==> config.mk <==
export PLATFORM = sky130hd
export DESIGN_NAME = mac_simd_fu
export DESIGN_NICKNAME = d
export VERILOG_FILES = /design/src/rtl/cva6_core_pkg.sv /design/src/rtl/mac_simd_pkg.sv /design/src/rtl/mac_simd_lane.sv /design/src/rtl/mac_simd_fu.sv
export SDC_FILE = /design/constraint.sdc
export NUM_CORES = 1
export LEC_CHECK = 0
export CAP_MARGIN = 25
export CORE_ASPECT_RATIO = 0.5
export CORE_MARGIN = 2
export CORE_UTILIZATION = 40
export CTS_CLUSTER_SIZE = 10
export DETAILED_ROUTE_END_ITERATION = 8
export GPL_ROUTABILITY_DRIVEN = 0
export PLACE_DENSITY = 0.69
export RECOVER_POWER = 50
export SETUP_SLACK_MARGIN = 0.05
export SLEW_MARGIN = 20
export SYNTH_ARGS = -nofsm -noshare
export SYNTH_HDL_FRONTEND = slang
export SYNTH_SLANG_ARGS = --single-unit
==> constraint.sdc <==
create_clock -name clk_i -period 8.4 [get_ports clk_i]
set_clock_uncertainty 0.2 [all_clocks]
set_input_delay 2.1 -clock clk_i [delete_from_list [all_inputs] [get_ports clk_i]]
set_output_delay 2.1 -clock clk_i [all_outputs]
set_load 0.005 [all_outputs]
==> src/rtl/cva6_core_pkg.sv <==
// Minimal slice of the shared CVA6 packages used by the packed-SIMD MAC unit:
// core configuration, ISA width, functional-unit opcodes and issue/exception
// payload types.

package config_pkg;

    // Core configuration record; XLEN of 0 means "not specified".
    typedef struct packed {
        int unsigned XLEN;
    } cva6_cfg_t;

    localparam cva6_cfg_t cva6_cfg_empty = '{XLEN: 32'd0};

endpackage

package riscv;

    localparam int unsigned XLEN = 32'd32;

endpackage

package ariane_pkg;

    localparam int unsigned TRANS_ID_BITS = 32'd4;

    typedef enum logic [7:0] {
        ADD     = 8'd0,
        SUB     = 8'd1,
        MUL     = 8'd2,
        DOT_SU  = 8'd3,
        DOT_SS  = 8'd4,
        DOT_UU  = 8'd5,
        DOTA_SU = 8'd6,
        DOTA_SS = 8'd7,
        DOTA_UU = 8'd8
    } fu_op;

    typedef enum logic [3:0] {
        NONE     = 4'd0,
        LOAD     = 4'd1,
        STORE    = 4'd2,
        ALU      = 4'd3,
        CTRL_FLOW = 4'd4,
        MULT     = 4'd5,
        CSR      = 4'd6,
        MAC_SIMD = 4'd7
    } fu_t;

    typedef struct packed {
        fu_op                      operation;
        logic [riscv::XLEN-1:0]    operand_a;
        logic [riscv::XLEN-1:0]    operand_b;
        logic [riscv::XLEN-1:0]    imm;
        logic [TRANS_ID_BITS-1:0]  trans_id;
    } fu_data_t;

    typedef struct packed {
        logic [riscv::XLEN-1:0] cause;
        logic [riscv::XLEN-1:0] tval;
        logic                   valid;
    } exception_t;

endpackage

==> src/rtl/mac_simd_pkg.sv <==
// Local package of the packed-SIMD dot-product unit: per-instruction mode
// record, opcode decode and shared widths.

package mac_simd_pkg;

    import ariane_pkg::*;

    localparam int unsigned MAC_XLEN  = riscv::XLEN;
    localparam int unsigned MAC_RES_W = MAC_XLEN + 32'd1;

    typedef struct packed {
        logic a_signed;
        logic b_signed;
        logic acc_en;
    } mac_mode_t;

    // Unknown opcodes fall back to the signed x unsigned dot product.
    function automatic mac_mode_t decode_mode(input fu_op op);
        mac_mode_t m;
        m = '{a_signed: 1'b1, b_signed: 1'b0, acc_en: 1'b0};
        case (op)
            DOT_SU:  m = '{a_signed: 1'b1, b_signed: 1'b0, acc_en: 1'b0};
            DOT_SS:  m = '{a_signed: 1'b1, b_signed: 1'b1, acc_en: 1'b0};
            DOT_UU:  m = '{a_signed: 1'b0, b_signed: 1'b0, acc_en: 1'b0};
            DOTA_SU: m = '{a_signed: 1'b1, b_signed: 1'b0, acc_en: 1'b1};
            DOTA_SS: m = '{a_signed: 1'b1, b_signed: 1'b1, acc_en: 1'b1};
            DOTA_UU: m = '{a_signed: 1'b0, b_signed: 1'b0, acc_en: 1'b1};
            default: m = '{a_signed: 1'b1, b_signed: 1'b0, acc_en: 1'b0};
        endcase
        return m;
    endfunction

endpackage

==> src/rtl/mac_simd_lane.sv <==
// One SIMD lane multiplier: each operand is widened by one bit (sign or zero
// per its signedness flag) so every mode fits one signed multiply.

module mac_simd_lane #(
    parameter int unsigned LANE_W = 8
) (
    input  logic                       a_signed,
    input  logic                       b_signed,
    input  logic [LANE_W-1:0]          a,
    input  logic [LANE_W-1:0]          b,
    output logic signed [2*LANE_W+1:0] prod
);

    localparam int unsigned PROD_W = 2 * LANE_W + 2;

    logic [LANE_W:0]   a_ext_s;
    logic [LANE_W:0]   b_ext_s;
    logic [PROD_W-1:0] a_wide_s;
    logic [PROD_W-1:0] b_wide_s;

    assign a_ext_s  = {a_signed & a[LANE_W-1], a};
    assign b_ext_s  = {b_signed & b[LANE_W-1], b};
    assign a_wide_s = {{(PROD_W-LANE_W-1){a_ext_s[LANE_W]}}, a_ext_s};
    assign b_wide_s = {{(PROD_W-LANE_W-1){b_ext_s[LANE_W]}}, b_ext_s};
    assign prod     = $signed(a_wide_s) * $signed(b_wide_s);

endmodule

==> src/rtl/mac_simd_fu.sv <==
// Packed-SIMD dot-product functional unit, 3-cycle fully pipelined:
// multiply lanes -> reduce -> accumulate/narrow. Flush kills every op in flight.
// Build option MAC_SIMD_SAT_EN: saturate the result to signed XLEN instead of
// wrapping modulo 2^XLEN.

module mac_simd_fu
    import ariane_pkg::*;
    import mac_simd_pkg::*;
#(
    parameter config_pkg::cva6_cfg_t CVA6Cfg = config_pkg::cva6_cfg_empty,
    parameter int unsigned LANE_W    = 8,
    parameter int unsigned NUM_LANES = riscv::XLEN / LANE_W
) (
    input  logic                      clk_i,
    input  logic                      rst_ni,
    input  logic                      flush_i,
    input  logic                      mac_valid_i,
    input  fu_data_t                  fu_data_i,
    output logic                      mac_ready_o,
    output logic                      mac_valid_o,
    output logic [riscv::XLEN-1:0]    mac_result_o,
    output logic [TRANS_ID_BITS-1:0]  mac_trans_id_o,
    output exception_t                mac_exception_o
);

    localparam int unsigned XLEN   = MAC_XLEN;
    localparam int unsigned PROD_W = 2 * LANE_W + 2;
    localparam int unsigned SUM_W  = PROD_W + $clog2(NUM_LANES);

    if (LANE_W != 32'd4 && LANE_W != 32'd8 && LANE_W != 32'd16) begin : g_bad_lane_w
        $fatal(1, "mac_simd_fu: LANE_W must be 4, 8 or 16");
    end
    if (CVA6Cfg.XLEN != 32'd0 && CVA6Cfg.XLEN != XLEN) begin : g_bad_xlen
        $fatal(1, "mac_simd_fu: configuration XLEN disagrees with riscv::XLEN");
    end

    assign mac_ready_o     = 1'b1;
    assign mac_exception_o = '0;

    mac_mode_t mode_s;
    assign mode_s = decode_mode(fu_data_i.operation);

    // ---------------- stage 1: lane multipliers ----------------
    logic signed [PROD_W-1:0] prod_s    [NUM_LANES];
    logic signed [PROD_W-1:0] s1_prod_r [NUM_LANES];
    logic                     s1_valid_r;
    logic                     s1_acc_en_r;
    logic [XLEN-1:0]          s1_imm_r;
    logic [TRANS_ID_BITS-1:0] s1_trans_id_r;

    for (genvar k = 0; k < NUM_LANES; k++) begin : g_lane
        mac_simd_lane #(.LANE_W(LANE_W)) u_lane (
            .a_signed (mode_s.a_signed),
            .b_signed (mode_s.b_signed),
            .a        (fu_data_i.operand_a[k*LANE_W +: LANE_W]),
            .b        (fu_data_i.operand_b[k*LANE_W +: LANE_W]),
            .prod     (prod_s[k])
        );
    end

    // Stage-1 register: lane products plus the op's sideband.
    always_ff @(posedge clk_i or negedge rst_ni) begin
        if (!rst_ni) begin
            s1_valid_r    <= 1'b0;
            s1_acc_en_r   <= 1'b0;
            s1_imm_r      <= '0;
            s1_trans_id_r <= '0;
            for (int k = 0; k < NUM_LANES; k++) s1_prod_r[k] <= '0;
        end else begin
            s1_valid_r    <= mac_valid_i & ~flush_i;
            s1_acc_en_r   <= mode_s.acc_en;
            s1_imm_r      <= fu_data_i.imm;
            s1_trans_id_r <= fu_data_i.trans_id;
            for (int k = 0; k < NUM_LANES; k++) s1_prod_r[k] <= prod_s[k];
        end
    end

    // ---------------- stage 2: reduction ----------------
    logic signed [SUM_W-1:0] sum_s;
    logic [MAC_RES_W-1:0]    sum_res_s;
    logic                    s2_valid_r;
    logic                    s2_acc_en_r;
    logic [XLEN-1:0]         s2_imm_r;
    logic [TRANS_ID_BITS-1:0] s2_trans_id_r;
    logic [MAC_RES_W-1:0]    s2_sum_r;

    // Sum of all sign-extended lane products; synthesis balances it into a tree.
    always_comb begin
        sum_s = '0;
        for (int k = 0; k < NUM_LANES; k++) begin
            sum_s = sum_s + {{(SUM_W-PROD_W){s1_prod_r[k][PROD_W-1]}}, s1_prod_r[k]};
        end
    end

    if (SUM_W >= MAC_RES_W) begin : g_sum_trunc
        logic [SUM_W-1:0] unused_sum_hi_s;
        assign unused_sum_hi_s = sum_s;
        assign sum_res_s       = sum_s[MAC_RES_W-1:0];
    end else begin : g_sum_sext
        assign sum_res_s = {{(MAC_RES_W-SUM_W){sum_s[SUM_W-1]}}, sum_s};
    end

    // Stage-2 register: reduced sum at XLEN+1 bits plus sideband.
    always_ff @(posedge clk_i or negedge rst_ni) begin
        if (!rst_ni) begin
            s2_valid_r    <= 1'b0;
            s2_acc_en_r   <= 1'b0;
            s2_imm_r      <= '0;
            s2_trans_id_r <= '0;
            s2_sum_r      <= '0;
        end else begin
            s2_valid_r    <= s1_valid_r & ~flush_i;
            s2_acc_en_r   <= s1_acc_en_r;
            s2_imm_r      <= s1_imm_r;
            s2_trans_id_r <= s1_trans_id_r;
            s2_sum_r      <= sum_res_s;
        end
    end

    // ---------------- stage 3: accumulate and narrow ----------------
    logic [MAC_RES_W-1:0] acc_s;
    logic [MAC_RES_W-1:0] acc_sum_s;
    logic [XLEN-1:0]      narrow_s;

    // Add the sign-extended accumulator for DOTA_* ops.
    always_comb begin
        acc_s = '0;
        if (s2_acc_en_r) begin
            acc_s = {s2_imm_r[XLEN-1], s2_imm_r};
        end else begin
            acc_s = '0;
        end
        acc_sum_s = s2_sum_r + acc_s;
    end

`ifdef MAC_SIMD_SAT_EN
    // Clamp to signed XLEN when the two top bits disagree.
    always_comb begin
        narrow_s = acc_sum_s[XLEN-1:0];
        if (acc_sum_s[XLEN] != acc_sum_s[XLEN-1]) begin
            if (acc_sum_s[XLEN]) begin
                narrow_s = {1'b1, {(XLEN-1){1'b0}}};
            end else begin
                narrow_s = {1'b0, {(XLEN-1){1'b1}}};
            end
        end else begin
            narrow_s = acc_sum_s[XLEN-1:0];
        end
    end
`else
    // Wrapping keeps the low XLEN bits; the extra top bit is dropped.
    logic unused_wrap_msb_s;
    assign unused_wrap_msb_s = acc_sum_s[XLEN];
    assign narrow_s          = acc_sum_s[XLEN-1:0];
`endif

    // Output register: single-cycle valid pulse with result and tag.
    always_ff @(posedge clk_i or negedge rst_ni) begin
        if (!rst_ni) begin
            mac_valid_o    <= 1'b0;
            mac_result_o   <= '0;
            mac_trans_id_o <= '0;
        end else begin
            mac_valid_o    <= s2_valid_r & ~flush_i;
            mac_result_o   <= narrow_s;
            mac_trans_id_o <= s2_trans_id_r;
        end
    end

endmodule

==> results of run 1 <==
## per-layer routing
layer / wire, µm / part of all wire (%)
met5: 0 / 0
met4: 649 / 1.5
met3: 1340 / 3.0
met2: 22300 / 51
met1: 19600 / 45
## logic make-up (layout without fill, tap and decap cells)
group | Yosys count | after routing | synth area share [%]
XOR/XNOR | 179 | 179 | 7.49
AO/OA/AOI/OAI | 222 | 222 | 7.02
multiplexers | 1 | 1 | 0.0465
other | 2 | 66 | 0.0349
adder cells (fa/ha/maj) | 522 | 522 | 39.9
AND/OR/NAND/NOR | 544 | 544 | 12.8
buffers and inverters | 441 | 546 | 8.85
flip-flops | 205 | 205 | 23.8
## placed cells by master (no fill, tap or decap), types with 6 or more instances in the layout
cell type	instances
sky130_fd_sc_hd__inv_1	326
sky130_fd_sc_hd__fa_1	276
sky130_fd_sc_hd__ha_1	246
sky130_fd_sc_hd__dfrtp_1	205
sky130_fd_sc_hd__and2_1	193
sky130_fd_sc_hd__nand2_1	153
sky130_fd_sc_hd__xnor2_1	142
sky130_fd_sc_hd__clkdlybuf4s50_1	106
sky130_fd_sc_hd__nor2_1	96
sky130_fd_sc_hd__a21oi_1	67
sky130_fd_sc_hd__conb_1	66
sky130_fd_sc_hd__dlygate4sd3_1	41
sky130_fd_sc_hd__buf_4	35
sky130_fd_sc_hd__xor2_1	34
sky130_fd_sc_hd__a21o_1	31
sky130_fd_sc_hd__clkbuf_16	25
sky130_fd_sc_hd__o21a_1	22
sky130_fd_sc_hd__o21ai_0	22
sky130_fd_sc_hd__and3_1	20
sky130_fd_sc_hd__nor3_1	17
sky130_fd_sc_hd__nand3_1	16
sky130_fd_sc_hd__o21bai_1	15
sky130_fd_sc_hd__nor2b_1	14
sky130_fd_sc_hd__or2_2	11
sky130_fd_sc_hd__a31oi_1	11
sky130_fd_sc_hd__o2111ai_1	11
sky130_fd_sc_hd__o41a_1	6
## state kept, by name (all words and copies together), names as in the netlist
| name | cells |
|---|---|
| s1_imm_r | 32 |
| s2_sum_r | 20 |
| mac_valid_o | 1 |
| s2_trans_id_r | 4 |
| s1_prod_r | 72 |
| s1_valid_r | 1 |
| s1_trans_id_r | 4 |
| s2_acc_en_r | 1 |
| mac_result_o | 32 |
| s1_acc_en_r | 1 |
| s2_imm_r | 32 |
| mac_trans_id_o | 4 |
| s2_valid_r | 1 |
## power by group
group	total [µW]	switching (µW)	internal [µW]
logic	6830	3620	3210
clock network	980	396	584
registers	1620	206	1410
total	9430	4220	5210
## path summary, 6_finish.rpt
path | start | end | slack [ps] | cells past startpoint
worst min-delay path | s1_imm_r[10] | s2_imm_r[10] | 140 | 0
min in group asynchronous | rst_ni | s2_imm_r[27] | 2970 | 1
worst max-delay path | fu_data_i[107] | s1_prod_r[35] | 470 | 23
worst max register to register | s1_prod_r[1] | s2_sum_r[19] | 3970 | 14
worst min register to register | s1_imm_r[10] | s2_imm_r[10] | 140 | 0
max in group asynchronous | rst_ni | s2_imm_r[2] | 2100 | 2
## final cells by class
| type | count | share of cell area, % |
|---|---|---|
| multi-input combinational | 1534 | 60.3 |
| sequential | 205 | 21.0 |
| timing repair buffer | 184 | 7.12 |
| inverter | 328 | 5.04 |
| tap | 713 | 3.65 |
| clock buffer | 31 | 2.73 |
| clock inverter | 3 | 0.225 |
## stage by stage
| stage | TNS, ps | setup slack [ps] |
|---|---|---|
| 2_1_floorplan | 0 | 306 |
| 3_3_place_gp | -1.86 | -1.86 |
| 3_5_place_dp | -130 | -84.0 |
| 4_1_cts | 0 | 475 |
| 5_1_grt | 0 | 176 |
| 6_report | 0 | 472 |
==> load_flow_metrics.sql, run 1 <==
INSERT INTO impl_metrics (metric_group, metric, value, unit) VALUES
('setup_path', 'critical_path.max_fanout', '4', ''),
('final_layout', 'fin_cells', '2998', ''),
('clock_network', 'postCtsResizedCells', '0', ''),
('setup_path', 'critical_path.startpoint_type', 'input port', ''),
('global_route', 'grt.total_usage', '16.4', '%'),
('sta', 'whs', '138', 'ps'),
('sta', 'unrepaired_setup_endpoints_after_global_routing', 'no', ''),
('die', 'rows', '60', ''),
('synth', 'synth_top_area_share', '25.6', '%'),
('status', 'failed_checks', 'max-capacitance violations, max-slew violations', ''),
('placed_design', 'placedInstanceArea', '23800', 'µm²'),
('setup_path', 'critical_path_arrival', '8140', 'ps'),
('setup_path', 'top_cell_by_count_worst_path', 'sky130_fd_sc_hd__fa_1', ''),
('final_layout', 'final_net_count', '2912', ''),
('global_route', 'initial_antenna_violation_count', '2', ''),
('synth', 'synth.cell_area', '21500', 'µm²'),
('synth', 'ys_top_cells_by_count', '326 x sky130_fd_sc_hd__inv_1, 276 x sky130_fd_sc_hd__fa_1, 246 x sky130_fd_sc_hd__ha_1', ''),
('setup_path', 'crit_path_max_cell_delay', '530', 'ps'),
('global_route', 'grt_util_met2', '29.4', '%'),
('status', 'status', 'finished, violations left', ''),
('placed_design', 'post-place-cells', '2964', ''),
('sta', 'worst_tran_pin_value', '4500', 'ps'),
('synth', 'yosys-top-cells-area', 'sky130_fd_sc_hd__fa_1 26%, sky130_fd_sc_hd__dfrtp_1 24%, sky130_fd_sc_hd__ha_1 14%', ''),
('sta', 'setup_viol_count_final', '0', ''),
('die', 'die-area', '55800', 'µm²'),
('clock_network', 'cts_tree', 'yes', ''),
('global_route', 'global_route_wire_length_before_repair', '74600', 'µm'),
('clock_network', 'cts.path.max_buffers', '3', ''),
('clock_network', 'hold_buffers', '0', ''),
('global_route', 'globalRouteOverflowTotal', '0', ''),
('detailed_routing', 'detailedRoute.firstIterationViolations', '754', ''),
('final_layout', 'fillCellCount', '4991', ''),
('synth', 'syn_inst', '2116', ''),
('detailed_routing', 'detail_route.wirelength', '43900', 'µm'),
('placed_design', 'place.detailed.hpwl', '36100', 'µm'),
('setup_path', 'required_arrival_time_at_the_worst_endpoint', '8610', 'ps'),
('global_route', 'largest_net_degree_at_the_start_of_global_routing', '91', ''),
('sta', 'fin_crit', '7930', 'ps'),
('clock_network', 'clk_pin_slew_worst_paths', '60', 'ps'),
('final_layout', 'fin_util', '45.8', '%'),
('clock_network', 'cts_sink_cnt', '205', ''),
('final_layout', 'syn2layout_area_growth', '13.6', '%'),
('setup_path', 'critPathSlowestCell', 'sky130_fd_sc_hd__or4_4', ''),
('setup_path', 'critPathKind', 'input port to register', ''),
('pwr', 'worst_vdd_ir', '0.000376', 'V'),
('synth', 'netlist.top_cell.by_area', 'sky130_fd_sc_hd__fa_1', ''),
('clock_network', 'cts_root_buf', 'sky130_fd_sc_hd__clkbuf_16', ''),
('global_route', 'grt_pass1_vias', '15000', ''),
('clock_network', 'cts_max_level', '1', ''),
('sta', 'maxSlewViolCount', '91', ''),
('detailed_routing', 'total_number_of_vias', '14300', ''),
('detailed_routing', 'drtPass1Iterations', '5', ''),
('synth', 'mean_cell_area_of_the_mapped_netlist', '10.2', 'µm²'),
('setup_path', 'path_delay_family', 'adder cells', ''),
('clock_network', 'worst_skew_pair.late_latency', '540', 'ps'),
('final_layout', 'area_used_by_multi_input_combinational_logic', '14700', 'µm²'),
('synth', 'sequential_share_of_the_synthesized_area', '23.8', '%'),
('sta', 'clock.fmax', '126', 'MHz'),
('die', 'die-width', '332', 'µm'),
('detailed_routing', 'remaining_drc_errors', '0', ''),
('die', 'initial_core_util', '40.3', '%'),
('final_layout', 'post_route_cells_drive_above_1_share', '4.11', '%'),
('global_route', 'met3_usage', '1.82', '%'),
('synth', 'post-synth-top-count-cell', 'sky130_fd_sc_hd__inv_1', ''),
('final_layout', 'seq_area', '5130', 'µm²'),
('sta', 'timing.slew.headroom', '-200', '%'),
('global_route', 'met1_usage', '21.6', '%'),
('synth', 'synth-main-ff-cell', 'sky130_fd_sc_hd__dfrtp_1', ''),
('pwr', 'cellLeakagePower', '0.0121', 'µW'),
('flow_run', 'max_cap_violations', '1', ''),
('min_path', 'holdCritPathClass', 'register to register', '');
Power figures use the tool's default switching activity.
==> run 2, diff against run 1 <==
- DONT_BUFFER_PORTS: not set -> 1
- PLACE_DENSITY: 0.69 -> 0.64
==> run 2 against run 1 <==
Compared with the run above:
- the run now ends clean
- critical path type unchanged
- core utilization shrank 3.2 points
- worst setup slack better by 340 ps
- critical path depth down 2
- maximum frequency increased by 4.5%
- routed wire length shrank 2.5%
- die area unchanged
==> load_flow_metrics.sql, run 2 (synthesized netlist as in run 1, its figures left out) <==
INSERT INTO impl_metrics (metric_group, metric, value, unit) VALUES
('status', 'status', 'finished clean', ''),
('die', 'rows', '60', ''),
('clock_network', 'clock_buffers_created_by_tritoncts', '25', ''),
('detailed_routing', 'detail_route.wirelength', '42800', 'µm'),
('sta', 'finalSetupTns', '0', 'ps'),
('sta', 'clock.fmax', '132', 'MHz'),
('global_route', 'met1_usage', '21.4', '%'),
('global_route', 'global_route_wire_length_before_repair', '72200', 'µm'),
('final_layout', 'max_flop_register', 's1_prod_r', ''),
('sta', 'hold_viol', '0', ''),
('detailed_routing', 'routed_via_density', '4.81', ''),
('setup_path', 'critical_path.cell_chain', 'or4_4 -> a211o_4 -> and2_1 -> nand2_1 -> fa_1 -> fa_1 -> inv_1 -> fa_1 -> fa_1 -> inv_1 -> fa_1 -> inv_1 -> ha_1 -> a21oi_1 -> o21bai_1 -> a21oi_1 -> nor2b_1 -> o2111ai_1 -> nand2_1 -> o41ai_1 -> xnor2_1', ''),
('setup_path', 'required_arrival_time_at_the_worst_endpoint', '8600', 'ps'),
('final_layout', 'fillCellCount', '5069', ''),
('placed_design', 'place.detailed.hpwl', '35000', 'µm'),
('die', 'initial_core_util', '40.3', '%'),
('final_layout', 'final_area', '22800', 'µm²'),
('clock_network', 'hold_buffers', '0', ''),
('setup_path', 'critical_path_arrival', '7780', 'ps'),
('global_route', 'globalRouteOverflowTotal', '0', ''),
('global_route', 'grt.total_usage', '15.9', '%'),
('final_layout', 'fin_util', '42.6', '%'),
('clock_network', 'worst_skew_pair.late_latency', '540', 'ps'),
('final_layout', 'number_of_flip_flops_under_the_largest_register_name', '72', ''),
('global_route', 'grt_pass1_vias', '14300', ''),
('die', 'die-area', '55800', 'µm²'),
('sta', 'unrepaired_setup_endpoints_after_global_routing', 'no', ''),
('clock_network', 'post_cts.repair.setup_buffers', '0', ''),
('final_layout', 'fin_cells', '2819', ''),
('clock_network', 'cts_root_buf', 'sky130_fd_sc_hd__clkbuf_16', ''),
('setup_path', 'top_cell_by_count_worst_path', 'sky130_fd_sc_hd__fa_1', ''),
('global_route', 'met3_usage', '2.29', '%'),
('sta', 'fin_crit', '7590', 'ps'),
('pwr', 'cellLeakagePower', '0.0114', 'µW'),
('final_layout', 'mostFrequentLayoutCells', '326 x sky130_fd_sc_hd__inv_1, 276 x sky130_fd_sc_hd__fa_1, 246 x sky130_fd_sc_hd__ha_1', ''),
('setup_path', 'critical_path.startpoint_type', 'input port', ''),
('pwr', 'worst_vdd_ir', '0.000490', 'V'),
('setup_path', 'crit_path_max_cell_delay', '540', 'ps'),
('setup_path', 'timing.critical_path.to_type', 'register', ''),
('die', 'die_y', '168', 'µm'),
('sta', 'setup_viol_count_final', '0', ''),
('global_route', 'busiest_grt_layer', 'met2', ''),
('sta', 'timing.slew.headroom', '43.9', '%'),
('sta', 'final.period_utilization', '90.3', '%'),
('final_layout', 'antenna_cells', '0', ''),
('flow_run', 'max_cap_violations', '0', ''),
('die', 'placeableCoreArea', '53500', 'µm²'),
('final_layout', 'post_route_cells_drive_above_1_share', '3.13', '%'),
('final_layout', 'final_net_count', '2734', ''),
('clock_network', 'cts.path.max_buffers', '3', ''),
('detailed_routing', 'detail_route.wl_per_cell', '15.2', 'µm'),
('detailed_routing', 'total_number_of_vias', '13600', ''),
('detailed_routing', 'drtPass1Iterations', '5', ''),
('final_layout', 'layout_commonest_cell', 'sky130_fd_sc_hd__inv_1', ''),
('global_route', 'grt_util_met2', '27.8', '%'),
('placed_design', 'placedInstanceArea', '22100', 'µm²'),
('min_path', 'holdCritPathClass', 'register to register', ''),
('clock_network', 'cts_sink_cnt', '205', ''),
('detailed_routing', 'detailedRoute.firstIterationViolations', '693', ''),
('clock_network', 'cts_tree', 'yes', ''),
('final_layout', 'syn2layout_area_growth', '5.75', '%'),
('setup_path', 'critPathKind', 'input port to register', ''),
('sta', 'worst_tran_pin_value', '841', 'ps'),
('die', 'number_of_top_level_design_ports', '215', ''),
('placed_design', 'numPortBuffers', '0', ''),
('clock_network', 'cts_max_level', '1', ''),
('placed_design', 'post-place-cells', '2786', ''),
('pwr', 'power_per_cell_area', '398', 'nW/µm²'),
('sta', 'maxSlewViolCount', '0', ''),
('global_route', 'largest_net_degree_at_the_start_of_global_routing', '206', ''),
('clock_network', 'postCtsResizedCells', '0', ''),
('placed_design', 'place_ws', '244', 'ps'),
('setup_path', 'critPathSlowestCell', 'sky130_fd_sc_hd__or4_4', ''),
('setup_path', 'critical_path.max_fanout', '12', ''),
('global_route', 'initial_antenna_violation_count', '2', ''),
('sta', 'post-route-worst-setup-slack', '812', 'ps'),
('detailed_routing', 'antenna_left', '0', ''),
('clock_network', 'clk_pin_slew_worst_paths', '50', 'ps'),
('die', 'die-width', '332', 'µm'),
('detailed_routing', 'remaining_drc_errors', '0', '');
run 2: path summary, 6_finish.rpt:
kind                           startpoint          endpoint  slack [ps]  depth (start not counted)
setup / recovery           fu_data_i[107]     s1_prod_r[17]         810                         21
hold / removal               s1_imm_r[25]      s2_imm_r[25]         140                          0
setup reg to reg             s1_prod_r[1]      s2_sum_r[19]        3940                         14
hold reg to reg              s1_imm_r[25]      s2_imm_r[25]         140                          0
max in group asynchronous          rst_ni     s1_prod_r[40]        6650                          0
min in group asynchronous          rst_ni  mac_result_o[29]        1060                          0
run 2: metrics by stage:
step	power (µW)	hold slack, ps
after global routing	10100	148
after global placement	8000	132
after CTS	9140	142
after detailed placement	8070	135
final	9060	143
after floorplan	6690	131
run 2: where the power goes:
group	leakage, µW	internal [µW]	switching, µW
clock network	0.000360	590	394
registers	0.00240	1410	235
logic	0.00863	2950	3470
run 2: cell type report:
class | instances | area [µm²] | share of cell area (%)
Clock buffer | 30 | 674 | 2.96
Clock inverter | 3 | 55.1 | 0.242
Inverter | 328 | 1230 | 5.41
Multi-Input combinational cell | 1534 | 14800 | 64.8
Sequential cell | 205 | 5130 | 22.5
Tap cell | 713 | 892 | 3.92
Timing Repair Buffer | 6 | 45.0 | 0.198
run 2: per-layer routing:
layer / part of all wire (%) / routed length [µm]
met4: 1.5 / 658
met5: 0 / 0
met2: 49 / 21100
met3: 3.7 / 1580
met1: 45 / 19500
run 2: worst max-delay path, delay by kind of cell:
family                   cells  cell delay (ps)
buffers and inverters        3              140
adder cells (fa/ha/maj)      6             2740
AO/OA/AOI/OAI                6             1440
AND/OR/NAND/NOR              5             1220
XOR/XNOR                     1              130
==> run 3, diff against run 2 <==
- GPL_TIMING_DRIVEN: not set -> 0
==> run 3 against run 2 <==
Compared with the run above:
- critical path depth grew 1
- first-iteration DRC count shrank 9.4%
- total power grew 2.2%
- highest routed layer unchanged
- global-route usage shrank 0.065 points
- maximum frequency shrank 5.3%
- clock power grew 5%
- worst setup slack lost 420 ps
- critical path type unchanged
- largest cell class unchanged
- via count grew 1.6%
==> load_flow_metrics.sql, run 3 (synthesized netlist as in run 1, its figures left out) <==
INSERT INTO impl_metrics (metric_group, metric, value, unit) VALUES
('status', 'status', 'finished clean', ''),
('global_route', 'globalRouteOverflowTotal', '0', ''),
('placed_design', 'place.detailed.hpwl', '35700', 'µm'),
('pwr', 'power_per_cell_area', '394', 'nW/µm²'),
('global_route', 'grt.total_usage', '15.9', '%'),
('sta', 'unrepaired_setup_endpoints_after_global_routing', 'yes', ''),
('global_route', 'global_route_wire_length_before_repair', '71600', 'µm'),
('min_path', 'holdCritPathClass', 'register to register', ''),
('clock_network', 'postCtsResizedCells', '0', ''),
('pwr', 'cellLeakagePower', '0.0118', 'µW'),
('clock_network', 'cts_root_buf', 'sky130_fd_sc_hd__clkbuf_16', ''),
('sta', 'clock.fmax', '125', 'MHz'),
('die', 'placeableCoreArea', '53500', 'µm²'),
('setup_path', 'critical_path.max_fanout', '10', ''),
('clock_network', 'cts_sink_cnt', '205', ''),
('pwr', 'clock_power_share', '11.1', '%'),
('flow_run', 'max_cap_violations', '0', ''),
('detailed_routing', 'detail_route.wirelength', '43000', 'µm'),
('final_layout', 'antenna_cells', '0', ''),
('clock_network', 'cts_max_level', '1', ''),
('sta', 'setup_viol_count_final', '0', ''),
('sta', 'timing.slew.headroom', '43.3', '%'),
('die', 'die-width', '332', 'µm'),
('global_route', 'initial_antenna_violation_count', '3', ''),
('pwr', 'combPwrFrac', '71.2', '%'),
('final_layout', 'number_of_flip_flops_under_the_largest_register_name', '72', ''),
('die', 'number_of_top_level_design_ports', '215', ''),
('pwr', 'internal_power', '5020', 'µW'),
('final_layout', 'final_net_count', '2843', ''),
('sta', 'hold_viol', '0', ''),
('placed_design', 'numPortBuffers', '0', ''),
('final_layout', 'fin_util', '43.9', '%'),
('die', 'rows', '60', ''),
('pwr', 'total_power', '9260', 'µW'),
('setup_path', 'worst_r2r_path_depth', '14', ''),
('setup_path', 'required_arrival_time_at_the_worst_endpoint', '8600', 'ps'),
('die', 'die_y', '168', 'µm'),
('setup_path', 'critPathKind', 'input port to register', ''),
('setup_path', 'critical_path_arrival', '8210', 'ps'),
('pwr', 'switching_power', '4240', 'µW'),
('setup_path', 'r2r_setup_slack', '3960', 'ps'),
('setup_path', 'regToRegStartpoint', 's1_prod_r[1]', ''),
('sta', 'final.period_utilization', '95.4', '%'),
('sta', 'fin_crit', '8010', 'ps'),
('clock_network', 'clock_buffers_created_by_tritoncts', '26', ''),
('setup_path', 'timing.critical_path.to', 's1_prod_r[53]', ''),
('clock_network', 'post_cts.repair.setup_buffers', '0', ''),
('die', 'initial_core_util', '40.3', '%'),
('detailed_routing', 'remaining_drc_errors', '0', ''),
('setup_path', 'timing.critical_path.to_type', 'register', ''),
('global_route', 'grt_pass1_vias', '14300', ''),
('clock_network', 'worst_skew_pair.late_latency', '530', 'ps'),
('detailed_routing', 'detailedRoute.firstIterationViolations', '628', ''),
('clock_network', 'clk_pin_slew_worst_paths', '50', 'ps'),
('clock_network', 'cts_tree', 'yes', ''),
('clock_network', 'cts.path.max_buffers', '3', ''),
('detailed_routing', 'detail_route.wl_per_cell', '14.7', 'µm'),
('die', 'die-area', '55800', 'µm²'),
('final_layout', 'layout_commonest_cell', 'sky130_fd_sc_hd__inv_1', ''),
('detailed_routing', 'total_number_of_vias', '13800', ''),
('pwr', 'worst_vdd_ir', '0.000719', 'V'),
('detailed_routing', 'antenna_left', '0', ''),
('setup_path', 'launching_element_of_the_worst_setup_path', 'fu_data_i[107]', ''),
('setup_path', 'critical_r2r_capture', 's2_sum_r[19]', ''),
('final_layout', 'max_flop_register', 's1_prod_r', ''),
('final_layout', 'post_route_cells_drive_above_1_share', '6.04', '%'),
('pwr', 'p_sw_share', '45.8', '%'),
('sta', 'maxSlewViolCount', '0', ''),
('setup_path', 'critical_path.startpoint_type', 'input port', ''),
('pwr', 'power.share.sequential', '17.6', '%'),
('detailed_routing', 'routed_via_density', '4.70', ''),
('detailed_routing', 'drtPass1Iterations', '5', ''),
('clock_network', 'hold_buffers', '0', ''),
('sta', 'worst_tran_pin_value', '851', 'ps'),
('final_layout', 'syn2layout_area_growth', '9.00', '%'),
('final_layout', 'mostFrequentLayoutCells', '326 x sky130_fd_sc_hd__inv_1, 276 x sky130_fd_sc_hd__fa_1, 246 x sky130_fd_sc_hd__ha_1', ''),
('global_route', 'largest_net_degree_at_the_start_of_global_routing', '206', '');
run 3: changes by cell type in the layout (fill, tap and decap cells not counted), sizes merged:
cell | before | now
clkinv | 1 | 4
inv | 329 | 328
bufinv | 1 | 2
clkbuf | 30 | 76
buf | 6 | 69
run 3: per-stage QoR:
stage	setup TNS [ps]	cells	setup slack (ps)	hold slack (ps)	area, µm²
after floorplan	0	2180	306	131	21800
after CTS	0	2931	269	123	23500
after detailed placement	-480	2894	-225	135	22700
after global routing	0	2931	38.0	138	23500
after global placement	-30630	2893	-1430	133	22700
final	0	2931	389	136	23500
run 3: cell type report:
class,count,area (µm²)
Fill cell,5102,30000
Multi-Input combinational cell,1534,14800
Sequential cell,205,5130
Inverter,328,1230
Tap cell,713,892
Clock buffer,31,699
Buffer,113,673
Clock inverter,6,91.3
Timing Repair Buffer,1,5.00
run 3: worst min-delay path by stage:
stage	endpoint	start	cells after the start	slack [ps]
2_1_floorplan	mac_trans_id_o[0]	s2_trans_id_r[0]	0	130
3_3_place_gp	s2_imm_r[11]	s1_imm_r[11]	0	130
3_5_place_dp	s2_imm_r[9]	s1_imm_r[9]	0	130
4_1_cts	s2_imm_r[15]	s1_imm_r[15]	0	120
5_1_grt	s2_imm_r[14]	s1_imm_r[14]	0	140
6_report	s2_imm_r[15]	s1_imm_r[15]	0	140
run 3: routing by layer:
layer,routed length (µm),track usage (%),up-vias
met5,0,0,-
met4,701,2.71,0
li1,-,-,6691
met1,19800,21.4,6877
met2,21300,28.0,175
met3,1250,1.84,40
run 3: critical path, stage by stage:
cell                        delay (ps)
sky130_fd_sc_hd__or4_4             540
sky130_fd_sc_hd__nor4b_2           290
sky130_fd_sc_hd__buf_2             260
sky130_fd_sc_hd__nand2_2           190
sky130_fd_sc_hd__or2_2             350
sky130_fd_sc_hd__fa_1              480
sky130_fd_sc_hd__fa_1              500
sky130_fd_sc_hd__inv_1              50
sky130_fd_sc_hd__fa_1              450
sky130_fd_sc_hd__fa_1              490
sky130_fd_sc_hd__inv_1              60
sky130_fd_sc_hd__fa_1              500
sky130_fd_sc_hd__inv_1              40
sky130_fd_sc_hd__ha_1              310
sky130_fd_sc_hd__a21oi_1           210
sky130_fd_sc_hd__o21bai_1           90
sky130_fd_sc_hd__a21oi_1           210
sky130_fd_sc_hd__nor2b_1           100
sky130_fd_sc_hd__o2111ai_1         180
sky130_fd_sc_hd__nand3_1           130
sky130_fd_sc_hd__o41a_1            340
sky130_fd_sc_hd__xnor2_1           310
run 3: power by group through the flow:
stage / registers, µW / logic [µW] / clock network, µW
6_report: 1630 / 6590 / 1030
5_1_grt: 1670 / 7500 / 1110
3_3_place_gp: 1650 / 6490 / 0
4_1_cts: 1640 / 6660 / 1070
3_5_place_dp: 1660 / 6580 / 0
2_1_floorplan: 1550 / 5140 / 0
